$ cat config.mk
export PLATFORM = sky130hd
export DESIGN_NAME = clock_fallback_monitor
export DESIGN_NICKNAME = d
export VERILOG_FILES = /design/src/rtl/clock_fallback_monitor.sv
export SDC_FILE = /design/constraint.sdc
export NUM_CORES = 1
export LEC_CHECK = 0
export ABC_AREA = 1
export CAP_MARGIN = 20
export CORE_ASPECT_RATIO = 0.6
export CORE_UTILIZATION = 45
export CTS_CLUSTER_DIAMETER = 50
export DETAILED_ROUTE_END_ITERATION = 6
export GPL_TIMING_DRIVEN = 0
export PLACE_DENSITY_LB_ADDON = 0.25
export REMOVE_ABC_BUFFERS = 1
export SLEW_MARGIN = 25
export SYNTH_ARGS = -nofsm -noshare
export SYNTH_HDL_FRONTEND = slang
export SYNTH_SLANG_ARGS = --single-unit
$ cat constraint.sdc
create_clock -name clock -period 3.11 [get_ports clock]
set_input_delay 0.311 -clock clock [delete_from_list [all_inputs] [get_ports clock]]
set_output_delay 0.311 -clock clock [all_outputs]
set_load 0.02 [all_outputs]
$ cat src/rtl/clock_fallback_monitor.sv
// Watches CHANNELS candidate clocks (as divide-by-2 toggles) and selects the highest-priority healthy one.
// Define CLOCK_FALLBACK_MONITOR_REVERT_EN to revert to a recovered higher-priority clock; otherwise selection is sticky.
module clock_fallback_monitor #(
  parameter int CHANNELS     = 4,
  parameter int STAGES       = 2,
  parameter int WINDOW       = 16,
  parameter int MIN_EDGES    = 2,
  parameter int GOOD_WINDOWS = 2,
  parameter int HOLDOFF      = 4,
  localparam int SEL_W = ($clog2(CHANNELS) > 1) ? $clog2(CHANNELS) : 1
) (
  input  logic                clock,
  input  logic                reset,
  input  logic [CHANNELS-1:0] clock_toggles,
  input  logic [CHANNELS-1:0] enable_mask,
  output logic [CHANNELS-1:0] running,
  output logic [SEL_W-1:0]    select,
  output logic                select_valid,
  output logic                switch_pulse
);

  localparam int WIN_W  = $clog2(WINDOW);
  localparam int EDGE_W = $clog2(MIN_EDGES + 1);
  localparam int GOOD_W = $clog2(GOOD_WINDOWS + 1);
  localparam int HOLD_W = (HOLDOFF > 1) ? $clog2(HOLDOFF) : 1;

  typedef enum logic [1:0] {
    S_IDLE    = 2'd0,
    S_ACTIVE  = 2'd1,
    S_HOLDOFF = 2'd2
  } state_t;

  logic [STAGES-1:0]   sync_q [CHANNELS];
  logic [CHANNELS-1:0] prev_q;
  logic [CHANNELS-1:0] edges;
  logic [CHANNELS-1:0] pass;
  logic [EDGE_W-1:0]   edge_q [CHANNELS];
  logic [EDGE_W-1:0]   edge_d [CHANNELS];
  logic [GOOD_W-1:0]   good_q [CHANNELS];
  logic [WIN_W-1:0]    win_q;
  logic                eval;

  state_t              state_q, state_d;
  logic [HOLD_W-1:0]   hold_q, hold_d;
  logic [SEL_W-1:0]    select_d;
  logic                valid_d, pulse_d, take;
  logic [CHANNELS-1:0] eligible;
  logic [SEL_W-1:0]    pref;
  logic                sel_ok;

  always_ff @(posedge clock) begin
    if (reset) begin
      prev_q <= '0;
      for (int i = 0; i < CHANNELS; i++) sync_q[i] <= '0;
    end else begin
      for (int i = 0; i < CHANNELS; i++) begin
        sync_q[i] <= {sync_q[i][STAGES-2:0], clock_toggles[i]};
        prev_q[i] <= sync_q[i][STAGES-1];
      end
    end
  end

  // Edge counts saturate at MIN_EDGES; the evaluation-cycle edge is folded in before the pass test.
  always_comb begin
    for (int i = 0; i < CHANNELS; i++) begin
      edges[i]  = sync_q[i][STAGES-1] ^ prev_q[i];
      edge_d[i] = edge_q[i];
      if (edges[i] && (edge_q[i] != EDGE_W'(MIN_EDGES))) edge_d[i] = edge_q[i] + 1'b1;
      pass[i] = (edge_d[i] == EDGE_W'(MIN_EDGES));
    end
  end

  assign eval = (win_q == WIN_W'(WINDOW - 1));

  always_ff @(posedge clock) begin
    if (reset) begin
      win_q   <= '0;
      running <= '0;
      for (int i = 0; i < CHANNELS; i++) begin
        edge_q[i] <= '0;
        good_q[i] <= '0;
      end
    end else begin
      win_q <= eval ? '0 : win_q + 1'b1;
      for (int i = 0; i < CHANNELS; i++) begin
        if (eval) begin
          edge_q[i] <= '0;
          if (pass[i]) begin
            if (good_q[i] != GOOD_W'(GOOD_WINDOWS)) good_q[i] <= good_q[i] + 1'b1;
            running[i] <= ((int'(good_q[i]) + 1) >= GOOD_WINDOWS);
          end else begin
            good_q[i]  <= '0;
            running[i] <= 1'b0;
          end
        end else begin
          edge_q[i] <= edge_d[i];
        end
      end
    end
  end

  always_comb begin
    eligible = running & enable_mask;
    pref     = '0;
    sel_ok   = 1'b0;
    for (int i = CHANNELS - 1; i >= 0; i--) begin
      if (eligible[i]) pref = SEL_W'(i);
    end
    for (int i = 0; i < CHANNELS; i++) begin
      if (select == SEL_W'(i)) sel_ok = eligible[i];
    end
  end

  // Loss of the selected clock overrides holdoff; reverts are only considered once holdoff has expired.
  always_comb begin
    state_d  = state_q;
    select_d = select;
    valid_d  = select_valid;
    pulse_d  = 1'b0;
    hold_d   = hold_q;
    take     = 1'b0;
    if (state_q == S_IDLE) begin
      take = |eligible;
    end else if (!(|eligible)) begin
      valid_d = 1'b0;
      pulse_d = 1'b1;
      state_d = S_IDLE;
    end else if (!sel_ok) begin
      take = 1'b1;
`ifdef CLOCK_FALLBACK_MONITOR_REVERT_EN
    end else if ((state_q == S_ACTIVE) && (pref < select)) begin
      take = 1'b1;
`endif
    end else if (state_q == S_HOLDOFF) begin
      if (hold_q == HOLD_W'(HOLDOFF - 1)) state_d = S_ACTIVE;
      else hold_d = hold_q + 1'b1;
    end
    if (take) begin
      select_d = pref;
      valid_d  = 1'b1;
      pulse_d  = 1'b1;
      state_d  = S_HOLDOFF;
      hold_d   = '0;
    end
  end

  always_ff @(posedge clock) begin
    if (reset) begin
      state_q      <= S_IDLE;
      hold_q       <= '0;
      select       <= '0;
      select_valid <= 1'b0;
      switch_pulse <= 1'b0;
    end else begin
      state_q      <= state_d;
      hold_q       <= hold_d;
      select       <= select_d;
      select_valid <= valid_d;
      switch_pulse <= pulse_d;
    end
  end

endmodule

Word-level counts from Yosys, hierarchy flattened
Memories as Yosys holds them, arrays and structs flattened.
Index checks and enable logic that the tools add are counted.
{"block": "op_classes", "addsub": 14, "n_lt_le_gt_ge": 4, "eq_ne": 26, "mux": 96, "bitwise_logic": 27, "n_reduce_logical": 13}
{"op": "2-bit two-way mux", "n": 34}
{"op": "1-bit two-way mux", "n": 62}
{"op": "2-bit != test (second input constant)", "n": 11}
{"op": "1-bit bitwise OR", "n": 20}
{"op": "2-bit by 1-bit adder with 2-bit output (second input constant)", "n": 9}
{"op": "2-bit == test (second input constant)", "n": 8}
{"op": "2-bit by 1-bit adder with 3-bit output (second input constant)", "n": 4}
{"op": "3-bit by 2-bit greater-or-equal comparator with 1-bit output (second input constant)", "n": 4}
{"op": "4-bit AND reduction", "n": 2}
{"op": "3-bit by 2-bit != test with 1-bit output (second input constant)", "n": 2}
{"op": "5-bit AND reduction", "n": 1}
{"op": "4-bit by 1-bit adder with 4-bit output (second input constant)", "n": 1}
{"op": "4-bit bitwise AND", "n": 1}
{"op": "4-bit == test (second input constant)", "n": 1}
{"op": "1-bit logical AND", "n": 4}
{"op": "2-bit logical NOT", "n": 2}
{"op": "2-bit by 1-bit != test with 1-bit output (second input constant)", "n": 2}
{"op": "2-bit OR reduction", "n": 2}
{"op": "4-bit OR reduction", "n": 1}
{"op": "1-bit bitwise XOR", "n": 4}
{"op": "3-bit != test (second input constant)", "n": 1}
{"op": "2-bit by 1-bit == test with 1-bit output (second input constant)", "n": 1}
{"op": "1-bit NOT", "n": 2}
{"op": "2-bit AND reduction", "n": 1}
{"block": "totals", "regBits": 20, "mem_bits_rw": 24, "in_bits": 10, "output_inout_bits": 8, "elab_cells": 192, "mem_count": 3}
{"memory": "edge_q", "depth": 4, "word_bits": 2, "rd": 4, "rd_ports_with_merged_regs": 0, "wr": 4, "line_no": "37", "rtl": "logic [EDGE_W-1:0] edge_q [CHANNELS];"}
{"memory": "good_q", "depth": 4, "word_bits": 2, "rd": 4, "rd_ports_with_merged_regs": 0, "wr": 4, "line_no": "39", "rtl": "logic [GOOD_W-1:0] good_q [CHANNELS];"}
{"memory": "sync_q", "depth": 4, "word_bits": 2, "rd": 4, "rd_ports_with_merged_regs": 0, "wr": 4, "line_no": "33", "rtl": "logic [STAGES-1:0] sync_q [CHANNELS];"}

Depth between registers and ports, before layout
{"block": "depth", "depth_word": 10, "ltp_mapped": 10, "mapped_depth_nobuf": 10}

Worst setup path after synthesis
OpenSTA, ideal clock, no wires.
{"block": "synth_path", "path_type": "reg2reg", "startpoint": "memory edge_q[0][0] (netlist name)", "endpoint": "memory good_q[0][0] (netlist name) (enable)", "setup_ns": 0.244, "t_arrival_ns": 1.266, "t_required_ns": 2.866, "slack_ns": 1.600, "path_stages_with_launch": 9, "path_buffers": 0, "period_less_slack_ns": 1.510, "cell_sequence": "edfxtp_1 > inv_1 > ha_1 > a21oi_1 > nand2_2 > o21ai_1 > nand2_1 > o21ai_1 > inv_1"}
{"item": "start, declared", "line_no": "37"}
{"item": "end, declared", "line_no": "39"}

==> results.py <==
metrics = {
    "outcome": {
        "status": "complete, no violations",
    },
    "logic_synthesis": {
        "synth_fa_ha_area_share_pct": 7.99,
        "synth_warnings": 0,
        "ys_types": 26,
        "synth_top_family_by_area": "simple AND/OR/NAND/NOR gates",
        "ys_seq_area_share_pct": 47.5,
        "netlist_area_sq_um": 2190,
        "synthSimpleGateAreaFrac_pct": 25.3,
        "synth_xor_xnor_area_share_pct": 3.76,
        "ys_ff_latch": 44,
        "syn_area_per_cell_sq_um": 8.53,
        "synthCells": 257,
        "synth_compound_area_share_pct": 6.22,
        "muxShareOfSynthArea_pct": 0,
    },
    "clock_tree": {
        "htreeDepth": 2,
        "root_buffer": "clkbuf_8",
        "ctsHoldBuffers": 0,
        "cts_tree": "yes",
        "cts_setup_buffers": 0,
        "cts_resized": 0,
        "clk_latency_ps": 290,
        "cts.sinks": 44,
        "clk_pin_slew_ps": 80,
        "cts_buffers": 5,
        "cts.path.max_buffers": 2,
    },
    "worst_setup_path": {
        "path_cells": "clkdlybuf4s50_1, inv_1, nand2_1, o21ai_1, inv_1",
        "crit_type": "in -> reg",
        "reg2reg_slack_ps": 1280,
        "crit_slowest_cell": "clkdlybuf4s50_1",
        "worstPathRequired_ps": 3110,
        "cp_common_cell": "inv_1",
        "critPathMaxFanout": 22,
        "crit_path_start_kind": "input pin",
        "worstReg2RegEnd": "good_q[0][0]$_SDFFCE_PP0P_",
        "worstRegToRegCells": 5,
        "timing.rr.start": "win_q[0]$_SDFF_PN0_",
        "slowest_delay_ps": 1050,
        "endpoint_kind": "register",
        "cp.arrival_ps": 2620,
    },
    "cells_and_area": {
        "fin_cells": 348,
        "drive_above_1_share_pct": 10.5,
        "layout_commonest_cell": "inv_1",
        "nNetsFinal": 308,
        "syn2layout_area_growth_pct": 16.8,
        "diodes": 0,
        "register_area_sq_um": 1040,
        "fillers": 448,
        "final_cell_mix": "inv_1, nor2_1, nand2_1, dfxtp_1, nand3_1",
        "finalCoreUtilization_pct": 55.2,
        "multi_input_area_sq_um": 980,
    },
    "pwr": {
        "seqPwrFrac_pct": 54.3,
        "p_int_uw": 897,
        "swShare_pct": 22.9,
        "power_density_nw_per_um2": 454,
        "power_leakage_uw": 0.00112,
        "p_clk_share_pct": 37.2,
        "power.switching_uw": 267,
        "power.total_uw": 1160,
        "ir_drop_uv": 232,
        "combPwrFrac_pct": 8.4,
    },
    "floorplan": {
        "fp.dieW_microns": 92.1,
        "io_pins": 18,
        "start_util_pct": 47.3,
        "die_h_microns": 56.1,
        "fp-row-count": 19,
        "core_area_sq_um": 4640,
        "die_area_sq_um": 5170,
    },
    "min_path": {
        "hp-start": "sync_q[3][0]$_SDFF_PP0_",
        "holdPathStages": 2,
        "hp-class": "reg -> reg",
        "hold_end": "sync_q[3][1]$_SDFF_PP0_",
    },
    "sta": {
        "final.setup_skew_ps": 9.79,
        "drv_slew": 0,
        "slew-limit-headroom_pct": 41.3,
        "worst_slew_pin_slew_ps": 878,
        "setup_violations": 0,
        "layout_min_cycle_time_ps": 2620,
        "finalCritPeriodShare_pct": 84.1,
        "hold_viol_final": 0,
        "setup_tns_ps": 0,
        "max_freq_mhz": 382,
        "rsz0062_at_grt": "false",
    },
    "grt": {
        "grt_pass1_vias": 1426,
        "grt_overflow": 0,
        "grt_pass1_wl_microns": 6310,
        "grt_usage_pct": 15.7,
        "antenna_found_initial": 0,
        "grt_max_degree": 23,
    },
    "placement": {
        "dpl.cell_count": 340,
        "portBuffers": 17,
        "gp_congestion": 0.874,
        "place_hpwl_microns": 2700,
    },
    "job": {
        "drv_cap": 0,
    },
    "drt": {
        "firstDrtPassIters": 4,
        "viasPerCell": 4.55,
        "routed_wirelength_microns": 3640,
        "wire_per_inst_microns": 10.5,
        "drtIter0Drc": 53,
        "ant_nets": 0,
        "drc": 0,
        "vias": 1584,
    },
}
-- area by class of cell --
class | count | area share (%)
Inverter | 48 | 7.03
Tap cell | 63 | 3.08
Sequential cell | 44 | 40.6
Multi-Input combinational cell | 168 | 38.3
Timing Repair Buffer | 17 | 6.64
Clock inverter | 3 | 1.66
Clock buffer | 5 | 2.69
-- routing by layer --
layer	routed length, microns	vias up	share of wire (%)	GRT usage (%)
li1	-	847	-	-
met3	204	4	5.6	5.19
met1	1930	705	53	23.1
met4	27	0	0.74	4.91
met5	0	-	0	0
met2	1480	28	41	21.6
-- cell families after synthesis --
group	count (synthesis)
xor gates and xnor gates	6
DFF	44
buffers and inverters	52
and+or+nand+nor	117
other	1
AOI/OAI and AO/OA	23
adders and majority gates	14
-- synthesized netlist by cell type --
cell type   n  area share (%)
nand2_1    36             6.2
nand4_1     3            0.86
inv_2       1            0.17
or2_0       4             1.1
xor2_2      4             3.0
o211ai_1    1            0.34
ha_1       14             8.0
xor2_1      1            0.40
nand3_1    19             4.3
dfxtp_1    28              26
o22ai_2     1            0.57
buf_1       1            0.17
inv_1      47             8.0
xnor2_1     1            0.40
a21oi_1     6             1.4
nand2_4     4             2.1
nor3_1      4            0.91
or2_2       1            0.29
a21oi_2     3             1.2
nor2_1     37             6.3
nand2_2     5             1.4
edfxtp_1   16              22
conb_1      1            0.17
nand3_2     4             1.8
o21ai_1    12             2.7
buf_2       3            0.68
-- power groups by stage --
stage / sequential [uW] / combinational, uW / clock, uW
2_1_floorplan: 643 / 67.6 / 0
3_3_place_gp: 645 / 96.5 / 0
6_report: 632 / 98.2 / 433
4_1_cts: 632 / 99.5 / 449
3_5_place_dp: 646 / 98.6 / 0
5_1_grt: 635 / 116 / 468
-- how the worst max path moves through the flow --
stage,slack (ps),start,cells after the start,end
floorplan,1590,edge_q[0][0]$_SDFFCE_PN0P_,8,good_q[0][0]$_SDFFCE_PP0P_
global placement,140,reset,5,good_q[1][0]$_SDFFCE_PP0P_
detailed placement,140,reset,5,good_q[2][0]$_SDFFCE_PP0P_
CTS,460,reset,5,good_q[2][0]$_SDFFCE_PP0P_
global route,270,reset,5,good_q[0][0]$_SDFFCE_PP0P_
finish,490,reset,5,good_q[0][0]$_SDFFCE_PP0P_
-- per-stage QoR --
step	hold slack, ps	worst slack, ps	area [sq um]
2_1_floorplan	373	1590	2200
3_3_place_gp	390	145	2450
3_5_place_dp	396	140	2450
4_1_cts	409	461	2560
5_1_grt	423	273	2560
6_report	405	494	2560
-- critical path, delay by kind of cell --
family                 cells  cell delay, ps
buffers and inverters      3            1610
AO/OA/AOI/OAI              1             140
AND/OR/NAND/NOR            1             550
-- flip-flops by register name (all words and copies together), names as in the netlist --
register      flops
edge_q            8
good_q            8
sync_q            8
prev_q            4
running           4
win_q             4
hold_q            2
select            2
state_q           2
select_valid      1
switch_pulse      1
Power figures use the tool's default switching activity.
==> RTL edit, RTL diff (config.mk and constraints unchanged) <==
Build with the macro `CLOCK_FALLBACK_MONITOR_REVERT_EN` defined.
--- a/src/rtl/clock_fallback_monitor.sv
+++ b/src/rtl/clock_fallback_monitor.sv
@@ -1,4 +1,6 @@
 // Watches CHANNELS candidate clocks (as divide-by-2 toggles) and selects the highest-priority healthy one.
 // Define CLOCK_FALLBACK_MONITOR_REVERT_EN to revert to a recovered higher-priority clock; otherwise selection is sticky.
+`define CLOCK_FALLBACK_MONITOR_REVERT_EN
+
 module clock_fallback_monitor #(
   parameter int CHANNELS     = 4,
Function: same outputs for any inputs over 10 cycles, from zero or initial values and one cycle with reset high; that may be too few to reach the edited logic, so the function may still have changed.
==> RTL edit against the unedited design <==
Highest routed layer unchanged. Critical path type unchanged. Largest power group unchanged. Worst setup slack improved by 0.26 ns. Design area shrank 2.8%. Via count up 0.13%. Sequential cell count unchanged. Area after synthesis fell by 2.2%. Power decreased by 7.9%. Routed wire length shrank 1.2%. Global-route usage increased by 0.69 points.
==> RTL edit: results (changes against the unedited design) <==
stage	metric	value	unit	change
logic_synthesis	synth top area cells	dfxtp_1 (26%), edfxtp_1 (22%), ha_1 (8.8%)		
layout	biggest regs	edge_q: 8 flops, good_q: 8 flops, sync_q: 8 flops		
run_status	status	complete, no violations		
sta	Rel. slew slack	0.484		+0.0708
grt	initial antenna violation count	0		unchanged
clocking	Root Driver	clkbuf_8		
logic_synthesis	Synth Area in Compound Gates	0.0875		+0.0253
detailed_routing	DR iter-0 viols	46		-13%
logic_synthesis	register area share after synthesis	0.485		+0.0108
logic_synthesis	Post-Synth XOR/XNOR Area	0.0233		-0.0143
power_and_ir_drop	Psw	261	µW	-2.4%
sta	Layout Skew	0.00716	ns	-0.00263 ns
flow_run	number of max-cap violations	0		unchanged
logic_synthesis	most instantiated cells after synthesis	inv_1 (50), nor2_1 (40), nand2_1 (34), dfxtp_1 (28), edfxtp_1 (16)		
power_and_ir_drop	VDD IR max	0.244	mV	+4.9%
grt	GRT Overall Usage	0.164		+0.00694
clocking	post-CTS setup buffer count	0		unchanged
clocking	post-CTS resize count	0		unchanged
logic_synthesis	fraction of registers with async set/reset	0		unchanged
setup_path	crit-path max FO	19		-14%
grt	largest net degree at the start of global routing	20		-13%
power_and_ir_drop	Power Density	431	nW/µm²	-5.2%
layout	# fillers	437		-2.5%
grt	vias in the first global route	1483		+4.0%
placed_design	pre-CTS WS	0.408	ns	+0.268 ns
logic_synthesis	Netlist cell types	30		+15%
layout	# nets final	305		-0.97%
detailed_routing	drt via density	4.61		+1.3%
clocking	Reg clk slew, reported paths	0.08	ns	about the same
power_and_ir_drop	Leak	0.00113	µW	+0.27%
placed_design	Final GP Congestion	0.814		-6.8%
logic_synthesis	adder-cell share of the synthesized area	0.0875		+0.00765
detailed_routing	Total Wirelength	3600	µm	-1.2%
logic_synthesis	synth warn	0		unchanged
placed_design	DP Wirelength	2720	µm	+0.78%
logic_synthesis	post-synthesis mux area share	0		unchanged
placed_design	Placed Instances	336		-1.2%
logic_synthesis	Post-synth EDFFs	16		unchanged
detailed_routing	Routed wire per std cell	10.5	µm	about the same
grt	first-pass GRT wire length	6450	µm	+2.3%
setup_path	CP Data Arrival Time	2.55	ns	-0.07 ns
logic_synthesis	Avg Inst Size Synth	8.51	µm²	-0.28%
clocking	clock latency on the worst-skew pair	0.30	ns	
layout	share of layout cells above drive strength 1	0.0925		-0.0127
layout	Antenna diodes	0		unchanged
==> RTL edit: through the flow <==
step           cell area [µm²]  hold slack (ns)
6_report                  2490            0.403
2_1_floorplan             2160            0.380
3_5_place_dp              2410            0.393
3_3_place_gp              2410            0.389
5_1_grt                   2490            0.419
4_1_cts                   2490            0.404
==> RTL edit: critical path: stages <==
cell and delay [ns]:
clkdlybuf4s50_1 0.97, inv_2 0.22, nand2_1 0.51, inv_1 0.25
a22o_1 0.28
==> RTL edit: power by group through the flow <==
stage / Combinational, µW / Clock [µW] / Sequential [µW]
6_report: 97.4 / 343 / 631
5_1_grt: 114 / 378 / 635
4_1_cts: 99.0 / 358 / 632
3_5_place_dp: 98.2 / 0 / 645
3_3_place_gp: 94.4 / 0 / 644
2_1_floorplan: 67.2 / 0 / 642
==> RTL edit: worst paths after layout <==
path,from,end,slack [ns],cells after the start
max,reset,running[2],0.76,5
min,sync_q[0][0],sync_q[0][1],0.40,2
max reg2reg,win_q[0],running[2],1.29,7
min reg2reg,sync_q[0][0],sync_q[0][1],0.40,2
==> RTL edit: layer usage <==
metal	GRT usage	wire, µm	share of wire	vias to the layer above
met5	0	0	0	-
met4	0.0476	42	0.012	0
met3	0.0496	212	0.059	5
met2	0.258	1510	0.42	32
met1	0.221	1840	0.51	711
li1	-	-	-	838
==> RTL edit: final cells by class <==
| class | instances | area, µm² | share of cell area |
|---|---|---|---|
| tap | 63 | 78.8 | 0.0317 |
| clock inverter | 3 | 13.8 | 0.00553 |
| timing repair buffer | 17 | 170 | 0.0684 |
| multi-input combinational | 160 | 921 | 0.370 |
| clock buffer | 5 | 68.8 | 0.0277 |
| sequential | 44 | 1040 | 0.418 |
| inverter | 52 | 195 | 0.0784 |
